**config.mk**
```make
export PLATFORM = sky130hd
export DESIGN_NAME = seg_display_arbiter
export DESIGN_NICKNAME = d
export VERILOG_FILES = /design/src/rtl/seg_disp_pkg.sv /design/src/rtl/digit_scanner.sv /design/src/rtl/seg_display_arbiter.sv
export SDC_FILE = /design/constraint.sdc
export NUM_CORES = 1
export LEC_CHECK = 0
export CAP_MARGIN = 25
export CORE_MARGIN = 3
export CORE_UTILIZATION = 30
export CTS_CLUSTER_SIZE = 16
export DETAILED_ROUTE_END_ITERATION = 6
export PLACE_DENSITY = 0.6
export SYNTH_ARGS = -nofsm -noshare
export SYNTH_HDL_FRONTEND = slang
export SYNTH_HIERARCHICAL = 1
export SYNTH_SLANG_ARGS = --single-unit
export TNS_END_PERCENT = 5
```
**constraint.sdc**
```tcl
create_clock -name clk -period 5.1 [get_ports clk]
set_input_delay 0.765 -clock clk [delete_from_list [all_inputs] [get_ports clk]]
set_output_delay 0.765 -clock clk [all_outputs]
set_load 0.01 [all_outputs]
```
**src/rtl/seg_disp_pkg.sv**
```systemverilog
// rtl/seg_disp_pkg.sv - shared state type, blanking constants and anode decode for the display arbiter
package seg_disp_pkg;

    typedef enum logic [1:0] {
        IDLE  = 2'd0,
        OWN0  = 2'd1,
        OWN1  = 2'd2,
        BLANK = 2'd3
    } state_t;

    localparam logic [7:0] BLANK_SEG_DEFAULT = 8'hFF;
    localparam logic [3:0] AN_OFF            = 4'b1111;

    function automatic logic [3:0] digit_to_an(input logic [1:0] digit);
        return ~(4'b0001 << digit);
    endfunction

endpackage

```
**src/rtl/digit_scanner.sv**
```systemverilog
// rtl/digit_scanner.sv - digit slot counter for the shared display; SEG_BRIGHTNESS_PWM_EN adds subslot dimming
// digit/lit are next-cycle values so the top can register them alongside its own next state.
module digit_scanner #(
    parameter int SCAN_TICKS = 100_000
) (
    input  logic       clk,
    input  logic       reset,
    input  logic       clear,
    input  logic       run,
`ifdef SEG_BRIGHTNESS_PWM_EN
    input  logic [3:0] dim,
`endif
    output logic [1:0] digit,
    output logic       lit
);

    localparam int CW = $clog2(SCAN_TICKS);

    logic [CW-1:0] cnt_q, cnt_d;
    logic [1:0]    digit_q, digit_d;

    always_comb begin
        cnt_d   = cnt_q;
        digit_d = digit_q;
        if (clear) begin
            cnt_d   = '0;
            digit_d = '0;
        end else if (run) begin
            if (cnt_q == CW'(SCAN_TICKS - 1)) begin
                cnt_d   = '0;
                digit_d = digit_q + 2'd1;
            end else begin
                cnt_d = cnt_q + CW'(1);
            end
        end
    end

    always_ff @(posedge clk or posedge reset) begin
        if (reset) begin
            cnt_q   <= '0;
            digit_q <= '0;
        end else begin
            cnt_q   <= cnt_d;
            digit_q <= digit_d;
        end
    end

    assign digit = digit_d;

`ifdef SEG_BRIGHTNESS_PWM_EN
    localparam int SUB_TICKS = SCAN_TICKS / 16;
    localparam int SW        = $clog2(SUB_TICKS + 1);

    logic [SW-1:0] sub_q, sub_d;
    logic [3:0]    subslot_q, subslot_d;
    logic [3:0]    dim_q, dim_d;

    // Sixteen subslots tile one digit slot exactly, so subslot wraps together with cnt.
    always_comb begin
        sub_d     = sub_q;
        subslot_d = subslot_q;
        if (clear) begin
            sub_d     = '0;
            subslot_d = '0;
        end else if (run) begin
            if (sub_q == SW'(SUB_TICKS - 1)) begin
                sub_d     = '0;
                subslot_d = subslot_q + 4'd1;
            end else begin
                sub_d = sub_q + SW'(1);
            end
        end
        dim_d = (cnt_d == '0) ? dim : dim_q;
        lit   = (subslot_d <= dim_d);
    end

    always_ff @(posedge clk or posedge reset) begin
        if (reset) begin
            sub_q     <= '0;
            subslot_q <= '0;
            dim_q     <= '0;
        end else begin
            sub_q     <= sub_d;
            subslot_q <= subslot_d;
            dim_q     <= dim_d;
        end
    end
`else
    assign lit = 1'b1;
`endif

endmodule

```
**src/rtl/seg_display_arbiter.sv**
```systemverilog
// rtl/seg_display_arbiter.sv - round-robin owner of the 4-digit seven-segment display with hold and blanking gap
// Optional brightness dimming input dim is enabled by SEG_BRIGHTNESS_PWM_EN.
module seg_display_arbiter #(
    parameter int         SCAN_TICKS  = 100_000,
    parameter int         HOLD_TICKS  = 25_000_000,
    parameter int         BLANK_TICKS = 1_000,
    parameter logic [7:0] BLANK_SEG   = seg_disp_pkg::BLANK_SEG_DEFAULT
) (
    input  logic        clk,
    input  logic        reset,
    input  logic [1:0]  req,
    input  logic [31:0] seg0,
    input  logic [31:0] seg1,
`ifdef SEG_BRIGHTNESS_PWM_EN
    input  logic [3:0]  dim,
`endif
    output logic [1:0]  grant,
    output logic [7:0]  led,
    output logic [3:0]  an
);

    import seg_disp_pkg::*;

    localparam int HW = $clog2(HOLD_TICKS + 1);
    localparam int BW = $clog2(BLANK_TICKS + 1);

    state_t        state_q, state_d;
    logic          last_q, last_d;
    logic [HW-1:0] hold_q, hold_d;
    logic [BW-1:0] blank_q, blank_d;
    logic [1:0]    grant_q, grant_d;
    logic [3:0]    an_q, an_d;
    logic [7:0]    led_q, led_d;

    logic          owner;
    logic          own_next;
    logic          entering;
    logic [1:0]    scan_digit;
    logic          scan_lit;
    logic [31:0]   seg_sel;

    assign owner    = (state_q == OWN1);
    assign own_next = (state_d == OWN0) || (state_d == OWN1);
    assign entering = (state_d != state_q);

    always_comb begin
        state_d = state_q;
        last_d  = last_q;
        case (state_q)
            IDLE: begin
                if (req == 2'b11)  state_d = last_q ? OWN0 : OWN1;
                else if (req[0])   state_d = OWN0;
                else if (req[1])   state_d = OWN1;
            end
            OWN0, OWN1: begin
                if (!req[owner] || (hold_q == HW'(HOLD_TICKS - 1) && req[~owner])) begin
                    state_d = BLANK;
                    last_d  = owner;
                end
            end
            BLANK: begin
                if (blank_q == BW'(BLANK_TICKS - 1)) begin
                    if (req[~last_q])     state_d = last_q ? OWN0 : OWN1;
                    else if (req[last_q]) state_d = last_q ? OWN1 : OWN0;
                    else                  state_d = IDLE;
                end
            end
            default: state_d = IDLE;
        endcase
    end

    always_comb begin
        hold_d  = '0;
        blank_d = '0;
        if (own_next && !entering)
            hold_d = (hold_q == HW'(HOLD_TICKS - 1)) ? hold_q : hold_q + HW'(1);
        if (state_d == BLANK && !entering)
            blank_d = blank_q + BW'(1);
    end

    digit_scanner #(
        .SCAN_TICKS (SCAN_TICKS)
    ) u_scanner (
        .clk   (clk),
        .reset (reset),
        .clear (own_next && entering),
        .run   (own_next),
`ifdef SEG_BRIGHTNESS_PWM_EN
        .dim   (dim),
`endif
        .digit (scan_digit),
        .lit   (scan_lit)
    );

    // Outputs are built from next state so grant and the lit digit land on the first owned cycle.
    always_comb begin
        seg_sel = (state_d == OWN1) ? seg1 : seg0;
        grant_d = {state_d == OWN1, state_d == OWN0};
        an_d    = AN_OFF;
        led_d   = BLANK_SEG;
        if (own_next && scan_lit) begin
            an_d  = digit_to_an(scan_digit);
            led_d = seg_sel[{scan_digit, 3'b000} +: 8];
        end
    end

    always_ff @(posedge clk or posedge reset) begin
        if (reset) begin
            state_q <= IDLE;
            last_q  <= 1'b1;
            hold_q  <= '0;
            blank_q <= '0;
            grant_q <= 2'b00;
            an_q    <= AN_OFF;
            led_q   <= BLANK_SEG;
        end else begin
            state_q <= state_d;
            last_q  <= last_d;
            hold_q  <= hold_d;
            blank_q <= blank_d;
            grant_q <= grant_d;
            an_q    <= an_d;
            led_q   <= led_d;
        end
    end

    assign grant = grant_q;
    assign an    = an_q;
    assign led   = led_q;

endmodule

```
Yosys cells after proc, flatten, opt, wreduce, memory -nomap -nowiden
Index checks and enable logic that the tools add are counted.
{"block": "totals", "reg_bits": 71, "latch_bits": 0, "mem_bits_rw": 0, "romBits": 0, "in_bits": 68, "out_inout_bits": 14, "wordCells": 76, "memories": 0}
{"block": "op_classes", "n_addsub": 4, "multipliers": 0, "div": 0, "n_lt_le_gt_ge": 4, "eq_ne": 12, "shift": 2, "mux": 30, "n_bitwise": 3, "n_reduce_logical": 12}
{"op": "17-bit two-way mux", "count": 3}
{"op": "25-bit two-way mux", "count": 2}
{"op": "32-bit two-way mux", "count": 1}
{"op": "32-bit by 6-bit indexed part select with 8-bit output", "count": 1}
{"op": "25-bit by 1-bit adder with 25-bit output, second input constant", "count": 1}
{"op": "25-bit equality test, second input constant", "count": 1}
{"op": "2-bit two-way mux", "count": 12}
{"op": "17-bit by 1-bit adder with 17-bit output, second input constant", "count": 1}
{"op": "17-bit equality test, second input constant", "count": 1}
{"op": "10-bit by 1-bit adder with 10-bit output, second input constant", "count": 1}
{"op": "10-bit equality test, second input constant", "count": 1}
{"op": "2-bit equality test, second input constant", "count": 5}
{"op": "10-bit two-way mux", "count": 1}
{"op": "1-bit by 2-bit less-than comparator with 1-bit output, second input constant", "count": 4}
{"op": "1-bit two-way mux", "count": 8}
{"op": "8-bit two-way mux", "count": 1}
{"op": "2-bit one-hot mux with 3 select lines", "count": 1}
{"op": "2-bit by 1-bit equality test with 1-bit output, second input constant", "count": 2}
{"op": "1-bit logical AND", "count": 4}
{"op": "4-bit two-way mux", "count": 1}
{"op": "4-bit NOT", "count": 1}
{"op": "1-bit by 2-bit << shifter with 4-bit output, first input constant", "count": 1}
{"op": "2-bit by 1-bit adder with 2-bit output, second input constant", "count": 1}
{"op": "1-bit logical NOT", "count": 2}
{"op": "8 further kinds", "count": 10}

Depth between registers and ports, before layout
{"block": "logic_depth", "word_depth": 15, "mapped_depth": 17, "depth_no_buf": 14}

Hierarchy
Netlist, hierarchy kept.
{"module": "seg_display_arbiter", "instances": 1, "cells_per_inst": 312, "area_per_inst_um2": 3278.1, "seq_area_each_um2": 1317.5}
{"module": "digit_scanner", "instances": 1, "cells_per_inst": 113, "area_per_inst_um2": 1108.6, "seq_area_each_um2": 475.5}

Worst setup path after synthesis
OpenSTA, ideal clock, no wires.
{"block": "synth_path", "path_kind": "register to register", "startpoint": "reg state_q[0]", "endpoint": "reg led_q[0] (netlist: led[0])", "setup_time_ns": 0.090, "t_arrival_ns": 3.790, "required_time_ns": 5.010, "path_slack_ns": 1.220, "stages_incl_launch_ff": 17, "n_path_buf": 2, "synth_period_minus_slack_ns": 3.880, "path_cell_list": "dfrtp_1 -> inv_1 -> ha_1 -> buf_4 -> and3_2 -> nand4_1 -> o31a_1 -> o211ai_1 -> and2_1 -> ha_1 -> inv_1 -> or4_1 -> a21oi_1 -> clkbuf_1 -> mux4_2 -> mux2i_1 -> nand2_1"}
{"block": "synth_between", "elab_chain_cells": 13, "elab_cells_between_ends": 28, "classes_between": "6 x eq/ne; 1 x shift; 14 x mux; 7 x reduce/logical"}
{"element": "from (decl)", "line_no": "seg_display_arbiter.sv:27", "source": "state_t state_q, state_d;"}
{"element": "from (signal assigned)", "line_no": "seg_display_arbiter.sv:117", "source": "state_q <= state_d;"}
{"element": "2-bit equality test", "line_no": "seg_display_arbiter.sv:42, seg_display_arbiter.sv:49"}
{"element": "1-bit two-way mux (implied by the code) (2 in a row)", "line_no": "seg_display_arbiter.sv:56", "source": "if (!req[owner] || (hold_q == HW'(HOLD_TICKS - 1) && req[~owner])) begin"}
{"element": "1-bit logical NOT or 1-bit logical AND (tied branches)", "line_no": "seg_display_arbiter.sv:56"}
{"element": "1-bit logical OR", "line_no": "seg_display_arbiter.sv:56"}
{"element": "2-bit two-way mux", "line_no": "seg_display_arbiter.sv:56"}
{"element": "2-bit one-hot mux with 3 select lines (*)", "line_no": "seg_display_arbiter.sv:49", "source": "case (state_q)"}
{"element": "via state_d[1]", "line_no": "seg_display_arbiter.sv:27"}
{"element": "2-bit by 1-bit equality test with 1-bit output or 2-bit equality test (tied branches)", "line_no": "seg_display_arbiter.sv:43", "source": "assign own_next = (state_d == OWN0) || (state_d == OWN1);"}
{"element": "1-bit logical OR (*)", "line_no": "seg_display_arbiter.sv:43"}
{"element": "via own_next", "line_no": "seg_display_arbiter.sv:36", "source": "logic own_next;"}
{"element": "2-bit two-way mux or 1-bit logical AND (tied branches)", "line_no": "digit_scanner.sv:28, seg_display_arbiter.sv:86"}
{"element": "2-bit two-way mux (*)", "line_no": "digit_scanner.sv:25", "source": "if (clear) begin"}
{"element": "via scan_digit[1]", "line_no": "seg_display_arbiter.sv:38", "source": "logic [1:0] scan_digit;"}
{"element": "32-bit by 6-bit indexed part select with 8-bit output (*)", "line_no": "seg_display_arbiter.sv:103", "source": "led_d = seg_sel[{scan_digit, 3'b000} +: 8];"}
{"element": "8-bit two-way mux (*)", "line_no": "seg_display_arbiter.sv:101", "source": "if (own_next && scan_lit) begin"}
{"element": "via led_d[0]", "line_no": "seg_display_arbiter.sv:33", "source": "logic [7:0] led_q, led_d;"}
{"element": "to (signal assigned)", "line_no": "seg_display_arbiter.sv:123", "source": "led_q <= led_d;"}
{"element": "to (decl)", "line_no": "seg_display_arbiter.sv:33"}
Mark *: on every way through the listed nets, which the timed path passes. The rest lies on a longest branch. The select of a mux whose other input is x is not followed.
A chain may end at the register's enable or synchronous reset.

Worst setup path in the final report
{"block": "layout_path", "startpoint": "in req[0]", "endpoint": "reg led_q[2] (netlist: led[2])"}
{"block": "layout_between", "elab_chain_cells": 12, "elab_cells_between_ends": 29, "classes_between": "4 x eq/ne; 1 x shift; 19 x mux; 5 x reduce/logical"}
{"element": "from (decl)", "line_no": "seg_display_arbiter.sv:11", "source": "input logic [1:0] req,"}
{"element": "1-bit two-way mux, on equally long branches (2 in a row)", "line_no": "seg_display_arbiter.sv:64, seg_display_arbiter.sv:56"}
{"element": "2-bit two-way mux (tied with other cells)", "line_no": "seg_display_arbiter.sv:64", "source": "else if (req[last_q]) state_d = last_q ? OWN1 : OWN0;"}
{"element": "2-bit two-way mux or 1-bit logical OR (tied branches)", "line_no": "seg_display_arbiter.sv:63, seg_display_arbiter.sv:56"}
{"element": "2-bit two-way mux, on equally long branches", "line_no": "seg_display_arbiter.sv:62, seg_display_arbiter.sv:56"}
{"element": "2-bit one-hot mux with 3 select lines (*)", "line_no": "seg_display_arbiter.sv:49"}
{"element": "via state_d[1]", "line_no": "seg_display_arbiter.sv:27"}
{"element": "2-bit by 1-bit equality test with 1-bit output or 2-bit equality test (tied branches)", "line_no": "seg_display_arbiter.sv:43"}
{"element": "1-bit logical OR (*)", "line_no": "seg_display_arbiter.sv:43"}
{"element": "via own_next", "line_no": "seg_display_arbiter.sv:36"}
{"element": "2-bit two-way mux or 1-bit logical AND (tied branches)", "line_no": "digit_scanner.sv:28, seg_display_arbiter.sv:86"}
{"element": "2-bit two-way mux (*)", "line_no": "digit_scanner.sv:25"}
{"element": "via scan_digit[1]", "line_no": "seg_display_arbiter.sv:38"}
{"element": "32-bit by 6-bit indexed part select with 8-bit output (*)", "line_no": "seg_display_arbiter.sv:103"}
{"element": "8-bit two-way mux (*)", "line_no": "seg_display_arbiter.sv:101"}
{"element": "via led_d[2]", "line_no": "seg_display_arbiter.sv:33"}
Marks and branches as above.

==> results.json <==
{
  "status": "complete, no violations",
  "cts_setup_buffers": 0,
  "total_power_mw": 1.32,
  "routed_wl_um": 9690,
  "hp-start": "blank_q[0]$_DFF_PP0_",
  "gr-usage-all-layers": 0.128,
  "grt_max_degree": 35,
  "holdBufCountCts": 0,
  "max_slew_margin": 0.531,
  "tns_ps": 0,
  "tightest_slew_ps": 703,
  "dp_hpwl_um": 7100,
  "synth-edff-count": 0,
  "clockBufferDepth": 2,
  "dr_total_vias": 3410,
  "place.gp.congestion": 0.861,
  "hold_end": "blank_q[0]$_DFF_PP0_",
  "worstSetupEndpointType": "flop",
  "syn-num-nets": 502,
  "path_clk_slew_ps": 50,
  "synth_flop_cell": "dfrtp_1",
  "htreeDepth": 3,
  "ir_drop_mv": 0.156,
  "dieWidth_um": 127,
  "n_antenna_cell": 0,
  "r2r_end": "led[2]$_DFF_PP1_",
  "rsz0062_at_grt": "no",
  "synth_fa_ha_area_frac": 0.0257,
  "worstSkewPairLatency_ps": 340,
  "power_leakage_nw": 2.20,
  "slew_viol_final": 0,
  "ant_nets": 0,
  "setup_viol": 0,
  "post_synth_num_cell_types": 64,
  "cts_resized": 0,
  "synth_xor_area_frac": 0.0819,
  "drive_gt1_frac": 0.196,
  "synth_area_um2": 4390,
  "numCtsBuffers": 9,
  "fin_crit_sh": 0.818,
  "syn_area_per_cell_um2": 10.3,
  "start_kind": "input pin",
  "first_iter_violations": 264,
  "synth_seq_cells": 71,
  "min_period_ps": 4170,
  "busiest_layer": "met2",
  "synth_top_family_by_area": "simple AND/OR/NAND/NOR gates",
  "final_core_util": 0.399,
  "yosysWarnings": 6,
  "routed_via_density": 4.97,
  "crit_arrival_ps": 4420,
  "worst-path-max-fanout": 21,
  "io_pins": 82,
  "grt_use_met3": 0.0387,
  "setup_ws_ps": 926,
  "use_met1": 0.166,
  "initial_core_util": 0.311,
  "yosys.area.top_type": "dfrtp_1",
  "grt_pass1_vias": 3434,
  "overflow": 0,
  "synthArstFlopShare": 1.00,
  "hold_path.class": "reg2reg",
  "wl_per_cell_um": 14.1,
  "grt_use_met2": 0.203,
  "fp-row-count": 43,
  "whs_path_depth": 1,
  "nets": 578,
  "cts_root_buf": "clkbuf_16",
  "cts_tree": "done",
  "fin_skew_ps": 3.58,
  "grt_pass1_wl_um": 16800,
  "r2r-start": "state_q[0]$_DFF_PP0_",
  "dieArea_um2": 16100,
  "p_per_area_nw_per_um2": 235,
  "hold_viol": 0,
  "reg2regPathDepth": 15,
  "synthTopCellsByArea": "dfrtp_1, mux4_2, dfstp_2, xnor2_1, nor2_2",
  "synth.mux.area_fraction": 0.110,
  "synth_simple_gate_area_frac": 0.274,
  "seq_area_frac_synth": 0.409,
  "ff2ff_setup_slack_ps": 960,
  "synth-compound-area-share": 0.0565,
  "syn_inst": 425,
  "drc": 0,
  "drt-pass1-iter-count": 4,
  "max_freq_ghz": 0.240,
  "clock_sinks": 71,
  "yosysTopAreaCellShare": 0.331,
  "maxCapViolCount": 0,
  "pre_cts_slack_ps": 587,
  "path_class": "in2reg",
  "cp.required_ps": 5350,
  "die_h_um": 127,
  "io_buffers": 81,
  "fillCellCount": 1391,
  "grt_antenna_before_repair": 0,
  "syn_to_final_growth_pct": 28.2,
  "core_um2": 14100
}
-- per-layer routing --
metal	share of wire	wire, µm
met1	0.45	4390
met2	0.48	4680
met3	0.047	457
met4	0.017	163
met5	0	0
-- stage by stage --
stage | std cells | instance area [µm²] | hold slack [ps]
2_1_floorplan | 425 | 4390 | 451
5_1_grt | 686 | 5630 | 520
4_1_cts | 686 | 5630 | 484
3_3_place_gp | 670 | 5310 | 472
6_report | 686 | 5630 | 487
3_5_place_dp | 670 | 5310 | 472
-- critical path, cell delays in order --
cell and delay, ps:
clkdlybuf4s50_1 620, mux2i_1 110, a21oi_1 210, o31a_1 240, o211ai_1 130, and2_1 210, ha_1 440, inv_1 150
or4_1 550, a21oi_2 150, buf_4 270, mux4_2 340, mux2i_1 140, nand2_1 70
-- cell families after synthesis --
logic type,after synthesis
buffers and inverters,31
AO/OA/AOI/OAI,37
XOR/XNOR,41
AND/OR/NAND/NOR,207
flip-flops,71
multiplexers,28
adder cells (fa/ha/maj),9
other,1
-- cells in the final DEF, fill, tap and decap left out, types with 2 or more instances in the layout --
cell	netlist	final
a21oi_1	13	12
a31oi_1	3	3
a32oi_1	2	2
and2_1	6	6
and3_1	4	4
and3_2	3	3
and4_1	6	6
buf_4	4	4
bufinv_16	0	2
clkbuf_1	6	2
clkbuf_16	0	9
clkdlybuf4s50_1	0	81
clkinv_2	0	2
dfrtp_1	58	58
dfstp_2	13	13
ha_1	9	9
inv_1	11	10
mux2i_1	11	11
mux4_2	16	16
nand2_1	43	43
nand2b_1	2	2
nand3_1	26	26
nand3b_1	3	3
nand4_1	13	13
nand4_2	4	4
nor2_1	32	32
nor2_2	29	29
nor3_1	10	10
nor4_1	6	6
nor4_2	2	2
o211ai_1	4	4
o21ai_0	5	5
o31ai_1	2	2
xnor2_1	23	23
xor2_1	18	18
-- cell usage after synthesis (2+ instances only) --
master and number:
ha_1 9, nor4_1 6, mux4_2 16, nor3_1 10
buf_6 2, and3_2 3, buf_12 2, a31oi_1 3
xnor2_1 23, and2_1 6, buf_1 2, o211ai_1 4
nand4_2 4, and4_1 6, buf_4 4, xor2_1 18
dfstp_2 13, and3_1 4, o31ai_1 2, nor4_2 2
o21ai_0 5, mux2i_1 11, buf_2 3, nand4_1 13
a21oi_1 13, nand3_1 26, a32oi_1 2, nand2b_1 2
nand3b_1 3, nor2_2 29, nand2_1 43, dfrtp_1 58
nor2_1 32, clkbuf_1 6, inv_1 11
-- power breakdown --
part,switching (mW),leakage [nW],total [mW],internal [mW]
Combinational,0.0234,1.12,0.0806,0.0572
Sequential,0,0.917,0.564,0.564
Clock,0.237,0.157,0.677,0.440
-- sequential cells by signal, indices dropped and copies added, names as in the netlist --
register           count
hold_q                25
state_q                2
an                     4
u_scanner/digit_q      2
u_scanner/cnt_q       17
last_q                 1
blank_q               10
grant                  2
led                    8
-- area by class of cell --
class,instances,area [µm²],area share
multi-input combinational,323,2410,0.428
clock buffer,12,246,0.0438
sequential,71,1790,0.319
inverter,11,41.3,0.00734
timing repair buffer,85,841,0.149
clock inverter,4,70.1,0.0125
tap,180,225,0.0400
-- worst max-delay path by stage --
stage,start,endpoint,slack (ps),depth (start not counted)
final,req[0],led[2]$_DFF_PP1_,930,14
after global routing,state_q[0]$_DFF_PP0_,led[6]$_DFF_PP1_,550,14
after CTS,req[0],led[1]$_DFF_PP1_,940,14
after detailed placement,req[0],led[1]$_DFF_PP1_,590,14
after global placement,req[0],led[1]$_DFF_PP1_,700,13
after floorplan,state_q[0]$_DFF_PP0_,led[0]$_DFF_PP1_,1220,16
No activity file was read; power rests on OpenSTA's default activity.
